## config.mk

```make
export PLATFORM = sky130hd
export DESIGN_NAME = data_mem_bus_if_flat
export DESIGN_NICKNAME = d
export VERILOG_FILES = /design/src/rtl/data_mem_pkg.sv /design/src/rtl/data_mem_bus_if_if.sv /design/src/rtl/data_mem_timeout_ctr.sv /design/src/rtl/data_mem_bus_if.sv /design/src/flat_wrapper.sv
export SDC_FILE = /design/constraint.sdc
export NUM_CORES = 1
export LEC_CHECK = 0
export CAP_MARGIN = 20
export CORE_ASPECT_RATIO = 0.5
export CORE_MARGIN = 10
export CORE_UTILIZATION = 40
export CTS_CLUSTER_SIZE = 12
export DETAILED_ROUTE_END_ITERATION = 16
export PLACE_DENSITY = 0.8
export SYNTH_ARGS = -nofsm -noshare
export SYNTH_HDL_FRONTEND = slang
export SYNTH_SLANG_ARGS = --single-unit
```

## constraint.sdc

```tcl
create_clock -name Clk -period 5.5 [get_ports Clk]
set_clock_uncertainty 0.1 [all_clocks]
set_input_delay 1.65 -clock Clk [delete_from_list [all_inputs] [get_ports Clk]]
set_output_delay 1.65 -clock Clk [all_outputs]
set_load 0.005 [all_outputs]
```

## src/rtl/data_mem_pkg.sv

```systemverilog
// Shared definitions for the data-memory bus bridge: default widths,
// byte-strobe constants and the transaction state encoding.
package data_mem_pkg;

  localparam int DEF_DWIDTH = 32;
  localparam int DEF_AWIDTH = 32;
  localparam int STRB_W     = DEF_DWIDTH / 8;
  localparam logic [STRB_W-1:0] STRB_ALL = '1;

  typedef enum logic [1:0] {
    ST_IDLE = 2'd0,
    ST_REQ  = 2'd1,
    ST_RSP  = 2'd2,
    ST_DONE = 2'd3
  } state_e;

endpackage

```

## src/rtl/data_mem_bus_if_if.sv

```systemverilog
// Valid/ready memory bus: one request channel (address, write enable,
// strobes, write data) and one response channel (read data, error).
interface data_mem_bus_if_if
  import data_mem_pkg::*;
#(
  parameter int DWIDTH = DEF_DWIDTH,
  parameter int AWIDTH = DEF_AWIDTH
) ();

  logic                  req_valid;
  logic                  req_ready;
  logic [AWIDTH-1:0]     req_addr;
  logic                  req_we;
  logic [DWIDTH/8-1:0]   req_strb;
  logic [DWIDTH-1:0]     req_wdata;
  logic                  rsp_valid;
  logic [DWIDTH-1:0]     rsp_rdata;
  logic                  rsp_err;

  // Bridge side: issues requests, consumes responses.
  modport master (
    output req_valid, req_addr, req_we, req_strb, req_wdata,
    input  req_ready, rsp_valid, rsp_rdata, rsp_err
  );

  // Memory side: accepts requests, returns responses.
  modport slave (
    input  req_valid, req_addr, req_we, req_strb, req_wdata,
    output req_ready, rsp_valid, rsp_rdata, rsp_err
  );

endinterface

```

## src/rtl/data_mem_timeout_ctr.sv

```systemverilog
// Transaction watchdog: cleared when a transaction starts, counts every
// cycle spent waiting on the bus, and flags the last permitted cycle.
module data_mem_timeout_ctr #(
  parameter int TIMEOUT = 255
) (
  input  logic clk,
  input  logic rst,
  input  logic clear,
  input  logic enable,
  output logic expire
);

  localparam int CW = $clog2(TIMEOUT + 1);

  logic [CW-1:0] count;

  // Count waiting cycles; restart at zero for each new transaction.
  // NOTE: sequential state uses non-blocking assignments so every flop
  // samples pre-edge values no matter how statements are ordered.
  always_ff @(posedge clk or posedge rst) begin
    if (rst) begin
      count <= '0;
    end else if (clear) begin
      count <= '0;
    end else if (enable) begin
      count <= count + CW'(1);
    end
  end

  assign expire = (count == CW'(TIMEOUT - 1));

endmodule

```

## src/rtl/data_mem_bus_if.sv

```systemverilog
// Bridge from the core's single-cycle data-memory port to a valid/ready
// bus. Stalls the core for the whole transaction and reports bus errors
// and watchdog expiry as a one-cycle fault when the access completes.
module data_mem_bus_if
  import data_mem_pkg::*;
#(
  parameter int DWIDTH  = DEF_DWIDTH,
  parameter int AWIDTH  = DEF_AWIDTH,
  parameter int TIMEOUT = 255
) (
  input  logic                Clk,
  input  logic                Reset,
  input  logic [AWIDTH-1:0]   Mem_Addr,
  input  logic                Mem_Read_En,
  input  logic [DWIDTH/8-1:0] Mem_Write_Ctrl,
  input  logic [DWIDTH-1:0]   Mem_Write_Data,
  output logic [DWIDTH-1:0]   Data_Mem_Read,
  output logic                Mem_Stall,
  output logic                Mem_Fault,
  data_mem_bus_if_if.master   bus
);

  localparam int SW = DWIDTH / 8;
  localparam logic [SW-1:0] STRB_READ = '1;

  localparam logic [1:0] IDLE = ST_IDLE;
  localparam logic [1:0] REQ  = ST_REQ;
  localparam logic [1:0] RSP  = ST_RSP;
  localparam logic [1:0] DONE = ST_DONE;

  logic [1:0]        state;
  logic              access;
  logic              is_write;
  logic              tmo_clear;
  logic              tmo_enable;
  logic              tmo_expire;
  logic              fault_q;
  logic [AWIDTH-1:0] req_addr_q;
  logic              req_we_q;
  logic [SW-1:0]     req_strb_q;
  logic [DWIDTH-1:0] req_wdata_q;
  logic [1:0]        unused_addr_lsb;

  // Requests are word aligned, so the byte offset is not forwarded.
  assign unused_addr_lsb = Mem_Addr[1:0];

  // A store wins over a load when both are requested.
  assign is_write = |Mem_Write_Ctrl;
  assign access   = Mem_Read_En | is_write;

  assign tmo_clear  = (state == IDLE) && access;
  assign tmo_enable = (state == REQ) || (state == RSP);

  data_mem_timeout_ctr #(
    .TIMEOUT (TIMEOUT)
  ) u_timeout (
    .clk    (Clk),
    .rst    (Reset),
    .clear  (tmo_clear),
    .enable (tmo_enable),
    .expire (tmo_expire)
  );

  // Transaction FSM with request capture and read-data/fault registers.
  always_ff @(posedge Clk or posedge Reset) begin
    if (Reset) begin
      state         <= IDLE;
      req_addr_q    <= '0;
      req_we_q      <= 1'b0;
      req_strb_q    <= '0;
      req_wdata_q   <= '0;
      Data_Mem_Read <= '0;
      fault_q       <= 1'b0;
    end else begin
      case (state)
        IDLE: begin
          if (access) begin
            req_addr_q  <= {Mem_Addr[AWIDTH-1:2], 2'b00};
            req_we_q    <= is_write;
            req_strb_q  <= is_write ? Mem_Write_Ctrl : STRB_READ;
            req_wdata_q <= Mem_Write_Data;
            state       <= REQ;
          end
        end
        REQ: begin
          // Watchdog expiry beats a same-cycle acceptance.
          if (tmo_expire) begin
            fault_q       <= 1'b1;
            Data_Mem_Read <= '0;
            state         <= DONE;
          end else if (bus.req_ready) begin
            state <= RSP;
          end
        end
        RSP: begin
          // A response on the last permitted cycle still completes normally.
          if (bus.rsp_valid) begin
            fault_q <= bus.rsp_err;
            if (bus.rsp_err) begin
              Data_Mem_Read <= '0;
            end else if (!req_we_q) begin
              Data_Mem_Read <= bus.rsp_rdata;
            end
            state <= DONE;
          end else if (tmo_expire) begin
            fault_q       <= 1'b1;
            Data_Mem_Read <= '0;
            state         <= DONE;
          end
        end
        DONE: begin
          state <= IDLE;
        end
        default: begin
          state <= IDLE;
        end
      endcase
    end
  end

  assign bus.req_valid = (state == REQ);
  assign bus.req_addr  = req_addr_q;
  assign bus.req_we    = req_we_q;
  assign bus.req_strb  = req_strb_q;
  assign bus.req_wdata = req_wdata_q;

  // Stall is gated by reset so the core is released the moment reset hits,
  // even if it is still presenting an access.
  assign Mem_Stall = !Reset &&
                     ((state == REQ) || (state == RSP) || ((state == IDLE) && access));
  assign Mem_Fault = (state == DONE) && fault_q;

endmodule

```

## src/flat_wrapper.sv

```systemverilog
// flat-port wrapper written by rule: the top's interface ports become plain ports
module data_mem_bus_if_flat import data_mem_pkg::*;
#(
  parameter int DWIDTH  = DEF_DWIDTH,
  parameter int AWIDTH  = DEF_AWIDTH,
  parameter int TIMEOUT = 255
)
  (Clk, Reset, Mem_Addr, Mem_Read_En, Mem_Write_Ctrl, Mem_Write_Data, Data_Mem_Read, Mem_Stall, Mem_Fault, bus_req_valid, bus_req_addr, bus_req_we, bus_req_strb, bus_req_wdata, bus_req_ready, bus_rsp_valid, bus_rsp_rdata, bus_rsp_err);
  data_mem_bus_if_if #(.DWIDTH(DWIDTH), .AWIDTH(AWIDTH)) bus_i ();
  input  logic Clk;
  input  logic Reset;
  input  logic [AWIDTH-1:0] Mem_Addr;
  input  logic Mem_Read_En;
  input  logic [DWIDTH/8-1:0] Mem_Write_Ctrl;
  input  logic [DWIDTH-1:0] Mem_Write_Data;
  output logic [DWIDTH-1:0] Data_Mem_Read;
  output logic Mem_Stall;
  output logic Mem_Fault;
  output wire logic [$bits(bus_i.req_valid)-1:0] bus_req_valid;
  output wire logic [$bits(bus_i.req_addr)-1:0] bus_req_addr;
  output wire logic [$bits(bus_i.req_we)-1:0] bus_req_we;
  output wire logic [$bits(bus_i.req_strb)-1:0] bus_req_strb;
  output wire logic [$bits(bus_i.req_wdata)-1:0] bus_req_wdata;
  input wire logic [$bits(bus_i.req_ready)-1:0] bus_req_ready;
  input wire logic [$bits(bus_i.rsp_valid)-1:0] bus_rsp_valid;
  input wire logic [$bits(bus_i.rsp_rdata)-1:0] bus_rsp_rdata;
  input wire logic [$bits(bus_i.rsp_err)-1:0] bus_rsp_err;
  assign bus_req_valid = bus_i.req_valid;
  assign bus_req_addr = bus_i.req_addr;
  assign bus_req_we = bus_i.req_we;
  assign bus_req_strb = bus_i.req_strb;
  assign bus_req_wdata = bus_i.req_wdata;
  assign bus_i.req_ready = bus_req_ready;
  assign bus_i.rsp_valid = bus_rsp_valid;
  assign bus_i.rsp_rdata = bus_rsp_rdata;
  assign bus_i.rsp_err = bus_rsp_err;
  data_mem_bus_if #(.DWIDTH(DWIDTH), .AWIDTH(AWIDTH), .TIMEOUT(TIMEOUT)) u_core (.Clk(Clk), .Reset(Reset), .Mem_Addr(Mem_Addr), .Mem_Read_En(Mem_Read_En), .Mem_Write_Ctrl(Mem_Write_Ctrl), .Mem_Write_Data(Mem_Write_Data), .Data_Mem_Read(Data_Mem_Read), .Mem_Stall(Mem_Stall), .Mem_Fault(Mem_Fault), .bus(bus_i));
endmodule
```

==> results_dict.tcl, run 1 <==
set metrics [dict create \
    intPower_mw 2.41 \
    irDropWorstVdd_uv 237 \
    netlist.top_cell.by_area "dfrtp_1" \
    diodes 0 \
    clkTransAtPathRegs_ns 0.07 \
    comb_power_share_pct 44.8 \
    power_density_nw_per_um2 530 \
    fmax_mhz 191 \
    clkPwrFrac_pct 17.6 \
    antenna_found_initial 0 \
    ant_nets 0 \
    grt_pass1_wl_um 20200 \
    setup_tns_ns 0 \
    seq_power_share_pct 37.6 \
    finalSetupViolations 0 \
    grt_pass1_vias 3706 \
    vias 3591 \
    dieArea_um2 15500 \
    htreeDepth 3 \
    clockRootBuffer "clkbuf_16" \
    finalWeightedCongestion 0.769 \
    finalNetCount 734 \
    design.portCount 210 \
    synth-edff-count 0 \
    synthCells 421 \
    leakage_nw 3.20 \
    clock_sinks 110 \
    routed_wirelength_um 12900 \
    grt_max_degree 75 \
    final_core_util_pct 65.7 \
    vias_per_cell 4.69 \
    cts-buffers-inserted 9 \
    drc 0 \
    worstPathCellList "clkdlybuf4s50_1, or4_4, o21a_2, nor2_1, nor2_1, clkdlybuf4s50_1" \
    path_max_fanout 4 \
    yosysSeqAreaShare_pct 64.0 \
    critical-path-max-stage-delay_ns 0.57 \
    async_flop_share_pct 100 \
    synth_common_cells "nand2_1, dfrtp_1, a22o_1, buf_2" \
    first_iter_violations 218 \
    swShare_pct 33.1 \
    fp.dieW_um 167 \
    num-fill-cells 842 \
    clk_path_buf_depth 2 \
    dp_hpwl_um 9740 \
    synth_cell_types 31 \
    wire_per_inst_um 16.8 \
    hold_violations 0 \
    hold_path_class "reg2reg" \
    fin_area_um2 6800 \
    outcome "completed" \
    startpoint_type "primary input" \
    synth_most_common_cell "nand2_1" \
    post_synth.cell_area_avg_um2 10.2 \
    reg2reg_depth 5 \
    cts_setup_buffers 0 \
    dr.pass1.iters 5 \
    drv_cap 0 \
    cpMaxStageDelayCell "or4_4" \
    fin_crit_sh_pct 94.9 \
    fin_total_pwr_mw 3.60 \
    cts_tree "done" \
    switchingPower_mw 1.19 \
    slew_viol_final 0 \
    worstSetupEndpointType "output pin" \
    hold_buffers 0 \
    fp-row-count 26 \
    ctsResizeCount 0 \
    cp.required_ns 3.75 \
    synth_area_leaders "dfrtp_1, nand2_1, a22o_1" \
    whs_ns 0.372 \
    yosys_warnings 0 \
    post-route-min-period_ns 5.22 \
    syn2layout_area_growth_pct 58.2 \
    ys_ff_latch 110 \
    path_class "in2out" \
    drive_gt1_share_pct 4.63 \
    min_path_cells 2 \
    cp.arrival_ns 3.47 \
    syn_area_um2 4300 \
    die_h_um 93.3 \
    start_util_pct 41.5 \
    overflow 0 \
    clock_latency_ns 0.34 \
    core_um2 10300 \
    dpl_cell_area_um2 6510 \
    max_slew_margin_pct 48.2 \
    port_buffers 205 \
    synth_top_area_share_pct 64.0 \
    synth_ff_type "dfrtp_1" \
    grt_use_total_pct 16.0 \
    rsz0062_at_grt "false" \
    worst_pin_slew_ns 0.777 \
]
routing by layer:
metal	part of all wire, %	GRT usage, %	wire, um	vias up
li1	-	-	-	1766
met1	40	17.9	5110	1719
met2	53	28.9	6780	100
met3	7.1	6.02	909	6
met4	0.54	3.05	70	0
met5	0	0	0	-
cells by family (layout without fill, tap and decap cells):
family	count (synthesis)	count (layout)	share of synthesized area, %
DFF	110	110	64.0
and+or+nand+nor	218	218	20.1
xor gates and xnor gates	4	4	0.815
other	1	2	0.0873
adders and majority gates	7	7	2.04
buffers and inverters	27	231	2.88
AOI/OAI and AO/OA	54	54	10.0
critical path: cells and delay by family:
kind            cells  cell delay, ns
compound gates      1            0.22
buf+inv             2            0.89
simple gates        3            0.71
metrics by stage:
step | setup WS, ns | instances
2_1_floorplan | 0.848 | 422
3_3_place_gp | 0.261 | 748
3_5_place_dp | 0.270 | 750
4_1_cts | 0.262 | 766
5_1_grt | 0.209 | 766
6_report | 0.278 | 766
cell type report:
class	instances	area (um2)	area share (%)
clock buffer	11	253	3.72
timing repair buffer	211	2120	31.3
clock inverter	5	38.8	0.571
multi-input combinational	285	1440	21.1
sequential	110	2750	40.5
inverter	4	17.5	0.258
tap	140	175	2.58
flip-flops by register name, summed over array words and instances (netlist names):
| register | cells |
|---|---|
| u_core.u_timeout.count | 8 |
| u_core.fault_q | 1 |
| u_core.bus.req_we | 1 |
| u_core.bus.req_addr | 30 |
| u_core.Data_Mem_Read | 32 |
| u_core.bus.req_strb | 4 |
| u_core.state | 2 |
| u_core.bus.req_wdata | 32 |
path summary, 6_finish.rpt:
path	start	end	slack [ns]
hold reg to reg	u_core.bus.req_addr[17]$_DFFE_PP0P_	u_core.bus.req_addr[17]$_DFFE_PP0P_	0.37
min in group asynchronous	Reset	u_core.Data_Mem_Read[29]$_DFFE_PP0P_	1.71
setup / recovery	Mem_Write_Ctrl[1]	Mem_Stall	0.28
hold / removal	u_core.bus.req_addr[17]$_DFFE_PP0P_	u_core.bus.req_addr[17]$_DFFE_PP0P_	0.37
max in group asynchronous	Reset	u_core.bus.req_wdata[7]$_DFFE_PP0P_	2.76
setup reg to reg	u_core.state[0]$_DFFE_PP0P_	u_core.Data_Mem_Read[2]$_DFFE_PP0P_	3.32
cells in the final DEF (no fill, tap or decap), types with 4 or more instances in the layout:
master / instances
clkdlybuf4s50_1: 205
nand2_1: 195
dfrtp_1: 110
a22o_1: 32
clkbuf_16: 9
nor2_1: 8
ha_1: 7
a21oi_1: 5
o22a_1: 4
o21ai_0: 4
buf_4: 4
power groups by stage:
stage / clock network, mW / registers [mW] / logic (mW)
2_1_floorplan: 0 / 1.39 / 0.656
3_3_place_gp: 0 / 1.35 / 1.61
3_5_place_dp: 0 / 1.37 / 1.65
4_1_cts: 0.651 / 1.36 / 1.66
5_1_grt: 0.687 / 1.40 / 1.79
6_report: 0.633 / 1.36 / 1.61
No activity file was read; power rests on OpenSTA's default activity.
==> run 2, diff against run 1 <==
--- a/config.mk
+++ b/config.mk
@@ -12,6 +12,7 @@
 export CTS_CLUSTER_SIZE = 12
 export DETAILED_ROUTE_END_ITERATION = 16
 export PLACE_DENSITY = 0.8
+export SKIP_CTS_REPAIR_TIMING = 1
 export SYNTH_ARGS = -nofsm -noshare
 export SYNTH_HDL_FRONTEND = slang
 export SYNTH_SLANG_ARGS = --single-unit
==> results of run 2 <==
No change in the layout: final DEF, timing and power equal those of run 1.
==> patch 1: new RTL, config.mk and constraints of run 1 <==
Make the reset (`Reset` and `rst`) synchronous in 2 clocked blocks.
--- a/src/rtl/data_mem_timeout_ctr.sv
+++ b/src/rtl/data_mem_timeout_ctr.sv
@@ -18,5 +18,5 @@
   // NOTE: sequential state uses non-blocking assignments so every flop
   // samples pre-edge values no matter how statements are ordered.
-  always_ff @(posedge clk or posedge rst) begin
+  always_ff @(posedge clk) begin
     if (rst) begin
       count <= '0;
--- a/src/rtl/data_mem_bus_if.sv
+++ b/src/rtl/data_mem_bus_if.sv
@@ -63,5 +63,5 @@
 
   // Transaction FSM with request capture and read-data/fault registers.
-  always_ff @(posedge Clk or posedge Reset) begin
+  always_ff @(posedge Clk) begin
     if (Reset) begin
       state         <= IDLE;
Check against the original RTL: differs if Reset is asserted again (counterexample within 4 cycles, from zero or initial values and one cycle with Reset high); with Reset held inactive, the same outputs for 10 cycles.
==> patch 1 against run 1 <==
  * Worst setup slack got worse by 0.0020 ns
  * Sequential cell count unchanged
  * Power is 30% lower
  * Synthesized area fell by 9.3%
  * Final area shrank 7.2%
  * Non-clock buffer count is the same
  * Via count is the same
  * Synthesized cell count rose by 3.1%
  * Critical path depth did not move
  * Routed wire length shrank 4.9%
  * Critical endpoint unchanged
  * Largest power group is now registers
==> patch 1: results (changes against run 1) <==
- Hold endpoint: u_core.bus.req_addr[8]
- Count of routing violations after the opening detailed-route iteration: 200 (-8.3%)
- Synthesis warning total: 0 (unchanged)
- Clk slew on worst S/H paths: approximately 0.060 ns
- Outcome: finished clean
- Signal arrival time at the worst endpoint: 3.47 ns (about the same)
- Proportion of layout cells with a drive suffix above 1: 4.44% (-0.20 points)
- Antenna violations before repair: 0 (unchanged)
- Nets: 740 (+0.82%)
- Unique masters post-synth: 34 (+9.7%)
- Fraction of the yosys area taken by sequential cells: 56.5% (-7.5 points)
- Sum of net half-perimeters after detailed placement: 8.95 mm (-8.1%)
- Routability congestion estimate: 0.785 (+2.2%)
- Power Combinational: 0.000890 W (-45%)
- M1 WL: 4.88 mm (-4.6%)
- PortBufs: 205 (unchanged)
- Endpoint of the most critical register-to-register path: u_core.Data_Mem_Read[2]
- Min-Delay Path Class: reg -> reg
- Placed Instances: 751 (+0.13%)
- Origin of the critical flop-to-flop path: u_core.state[0]
- Register-to-register path setup slack: 3.47 ns (+0.15 ns)
- Ant. Diodes: 0 (unchanged)
- Top post-synthesis cells by area: sky130_fd_sc_hd__dfxtp_1, sky130_fd_sc_hd__nand2_1, sky130_fd_sc_hd__a21oi_1, sky130_fd_sc_hd__a22o_1, sky130_fd_sc_hd__ha_1
- Met2 Wirelength: 6.46 mm (-4.7%)
- GRT Resource Usage Total: 16.6% (+0.60 points)
- First-pass detailed-route iteration total: 4 (-1)
- Met3 routed WL: 738 µm (-19%)
- Total length of routed wires: 12.2 mm (-4.9%)
- Leakage power of the design: 2.42 nW (-24%)
- Highest layer used for signal routing: met4
- Post-synthesis cell count: 434 (+3.1%)
- Routed via count divided by cell count: 4.69 (unchanged)
- Post-synth top flop: sky130_fd_sc_hd__dfxtp_1
- Worst hold margin: 0.352 ns (-0.0209 ns)
- Net switching fraction of the power: 30.9% (-2.2 points)
- Maximum frequency from static timing analysis: 191 MHz (about the same)
- Setup Buffers After CTS: 0 (unchanged)
- Post-synthesis async set-or-reset flop share: 0% (-100 points)
- Root Buffer Master: sky130_fd_sc_hd__clkbuf_16
- Resize count post-CTS: 0 (unchanged)
- Remaining max-slew budget at the tightest pin: 51.3% (+3.2 points)
- Per-cell routed wire length: 16.0 µm (-4.9%)
- Vias in the first global route: 3562 (-3.9%)
- Int Pwr: 0.00175 W (-27%)
- Global-route wire length before repair: 19.5 mm (-3.4%)
- Area after detailed placement: 6040 µm² (-7.2%)
- Largest net degree at the start of global routing: 69 (-8.0%)
- Largest fanout on the critical path: 2 (-2)
- Depth of the worst register-to-register path: 6 (+1)
- Worst-case setup slack after placement: 0.286 ns (+0.0162 ns)
- Clock Latency Late Sink: 0.34 ns (about the same)
- Part of the power in registers: 41.2% (+3.6 points)
- TritonCTS buffer count: 9 (unchanged)
- Hold path startpoint: u_core.bus.req_addr[8]
- Most frequent cells after synthesis: sky130_fd_sc_hd__nand2_1, sky130_fd_sc_hd__dfxtp_1, sky130_fd_sc_hd__a21oi_1
- H-Tree Level Count: 3 (unchanged)
- Peak supply drop: 0.000200 V (-15%)
patch 1: how the worst max path moves through the flow:
stage,from,endpoint
3_5_place_dp,Mem_Write_Ctrl[1],Mem_Stall
2_1_floorplan,Mem_Write_Ctrl[1],Mem_Stall
5_1_grt,Mem_Write_Ctrl[1],Mem_Stall
3_3_place_gp,Mem_Write_Ctrl[1],Mem_Stall
4_1_cts,Mem_Write_Ctrl[1],Mem_Stall
6_report,Mem_Write_Ctrl[1],Mem_Stall
patch 1: critical path: stages:
cell                              delay (ns)
sky130_fd_sc_hd__clkdlybuf4s50_1        0.44
sky130_fd_sc_hd__or4_1                  0.57
sky130_fd_sc_hd__o21a_2                 0.23
sky130_fd_sc_hd__nor2_1                 0.09
sky130_fd_sc_hd__nor2_1                 0.05
sky130_fd_sc_hd__clkdlybuf4s50_1        0.44
patch 1: logic make-up after synthesis:
logic type | count (synthesis) | share of synthesized area, %
multiplexers | 1 | 0.257
flip-flops | 110 | 56.5
adder cells (fa/ha/maj) | 7 | 2.25
AO/OA/AOI/OAI | 111 | 18.9
XOR/XNOR | 7 | 1.57
other | 1 | 0.0962
buffers and inverters | 37 | 4.11
AND/OR/NAND/NOR | 160 | 16.3
patch 1: per-layer routing:
metal	global-route usage, %	vias to the layer above
met4	5.37	0
met3	5.87	10
met5	0	-
met1	16.9	1656
li1	-	1834
met2	31.0	91
patch 1: layout make-up:
cell class                 count  area (µm²)
clock buffer                  14         264
sequential                   110        2200
fill                         778        3170
clock inverter                 1        5.00
tap                          135         169
inverter                       7        26.3
timing repair buffer         211        2090
multi-input combinational    288        1550
==> patch 2: new RTL, settings of run 1 <==
Without the edit above. `DEF_DWIDTH`: 32 -> 16.
--- a/src/rtl/data_mem_pkg.sv
+++ b/src/rtl/data_mem_pkg.sv
@@ -3,5 +3,5 @@
 package data_mem_pkg;
 
-  localparam int DEF_DWIDTH = 32;
+  localparam int DEF_DWIDTH = 16;
   localparam int DEF_AWIDTH = 32;
   localparam int STRB_W     = DEF_DWIDTH / 8;
Interface: changed (6 resized); port bits go from 210 to 142. The function was not compared with the original's and may differ.
==> patch 2 against run 1 <==
  * Die area shrank 22%
  * Power down 25%
  * Routed wire length down 31%
  * Largest cell class unchanged
  * Worst setup slack better by 0.29 ns
  * Largest power group unchanged
  * Final area decreased by 28%
  * Sequential cell count decreased by 34
  * Final cell count is 26% lower
  * Synthesized area is 27% lower
  * Critical path depth stayed put
==> patch 2: results (changes against run 1) <==
- FF+latch count, synth: 76 (-31%)
- Sum of net half-perimeters after detailed placement: 6.46 mm (-34%)
- Horiz. Die Dim: 146 µm (-13%)
- Power Combinational: 0.00116 W (-28%)
- Routability congestion estimate: 0.744 (-3.2%)
- Met3 Usage GRT: 4.55% (-1.5 points)
- Global-route wire length before repair: 13.9 mm (-31%)
- Signal arrival time at the worst endpoint: 3.18 ns (-0.29 ns)
- Fraction of the yosys area taken by sequential cells: 60.3% (-3.7 points)
- Remaining max-slew budget at the tightest pin: 62.6% (+14 points)
- Nets: 536 (-27%)
- GRT Resource Usage Total: 14.4% (-1.6 points)
- First-pass detailed-route iteration total: 4 (-1)
- Area used by multi-input combinational logic: 1130 µm² (-21%)
- Leakage power of the design: 2.33 nW (-27%)
- Most frequent cells after synthesis: sky130_fd_sc_hd__nand2_1, sky130_fd_sc_hd__dfrtp_1, sky130_fd_sc_hd__nor2_1
- Proportion of layout cells with a drive suffix above 1: 7.58% (+2.9 points)
- Total length of routed wires: 8.84 mm (-31%)
- Signal buf overhead: 29.1% (-2.2 points)
- Vias post-DR: 2615 (-27%)
- Total design power: 0.00270 W (-25%)
- Worst-case setup slack after placement: 0.547 ns (+0.277 ns)
- Outcome: finished clean
- Reg area: 1900 µm² (-31%)
- Part of the power in registers: 35.3% (-2.3 points)
- Placed Instances: 552 (-26%)
- Count of routing violations after the opening detailed-route iteration: 116 (-47%)
- Met1 usage in global routing: 17.3% (-0.60 points)
- Unique masters post-synth: 34 (+9.7%)
- Clock buf/inv share: 6.18% (+1.9 points)
- Largest net degree at the start of global routing: 55 (-27%)
- PortBufs: 137 (-33%)
- Fillcell total: 617 (-27%)
- Final-layout clock buffer total: 12 (+1)
- Adder-cell area share of the yosys netlist: 2.78% (+0.74 points)
- Post-synthesis cell count: 319 (-24%)
## patch 2: changes by cell type in the layout (fill, tap and decap cells not counted), sizes merged, moves of 2 or more
cell / run 1 / this run
nor2: 9 / 12
nand4: 3 / 5
o22a: 4 / 2
nand2: 195 / 145
nand4b: 0 / 2
inv: 7 / 4
a22o: 32 / 16
clkdlybuf4s50: 205 / 137
dfrtp: 110 / 76
## patch 2: worst paths after layout
| check | startpoint | to | slack (ns) | cells past startpoint |
|---|---|---|---|---|
| hold / removal | u_core.bus.req_addr[3] | u_core.bus.req_addr[3] | 0.37 | 2 |
| setup / recovery | Mem_Write_Ctrl[0] | Mem_Stall | 0.57 | 6 |
| min in group asynchronous | Reset | u_core.state[0] | 1.44 | 2 |
| max in group asynchronous | Reset | u_core.Data_Mem_Read[5] | 3.14 | 4 |
| hold reg to reg | u_core.bus.req_addr[3] | u_core.bus.req_addr[3] | 0.37 | 2 |
| setup reg to reg | u_core.state[1] | u_core.Data_Mem_Read[3] | 3.34 | 6 |
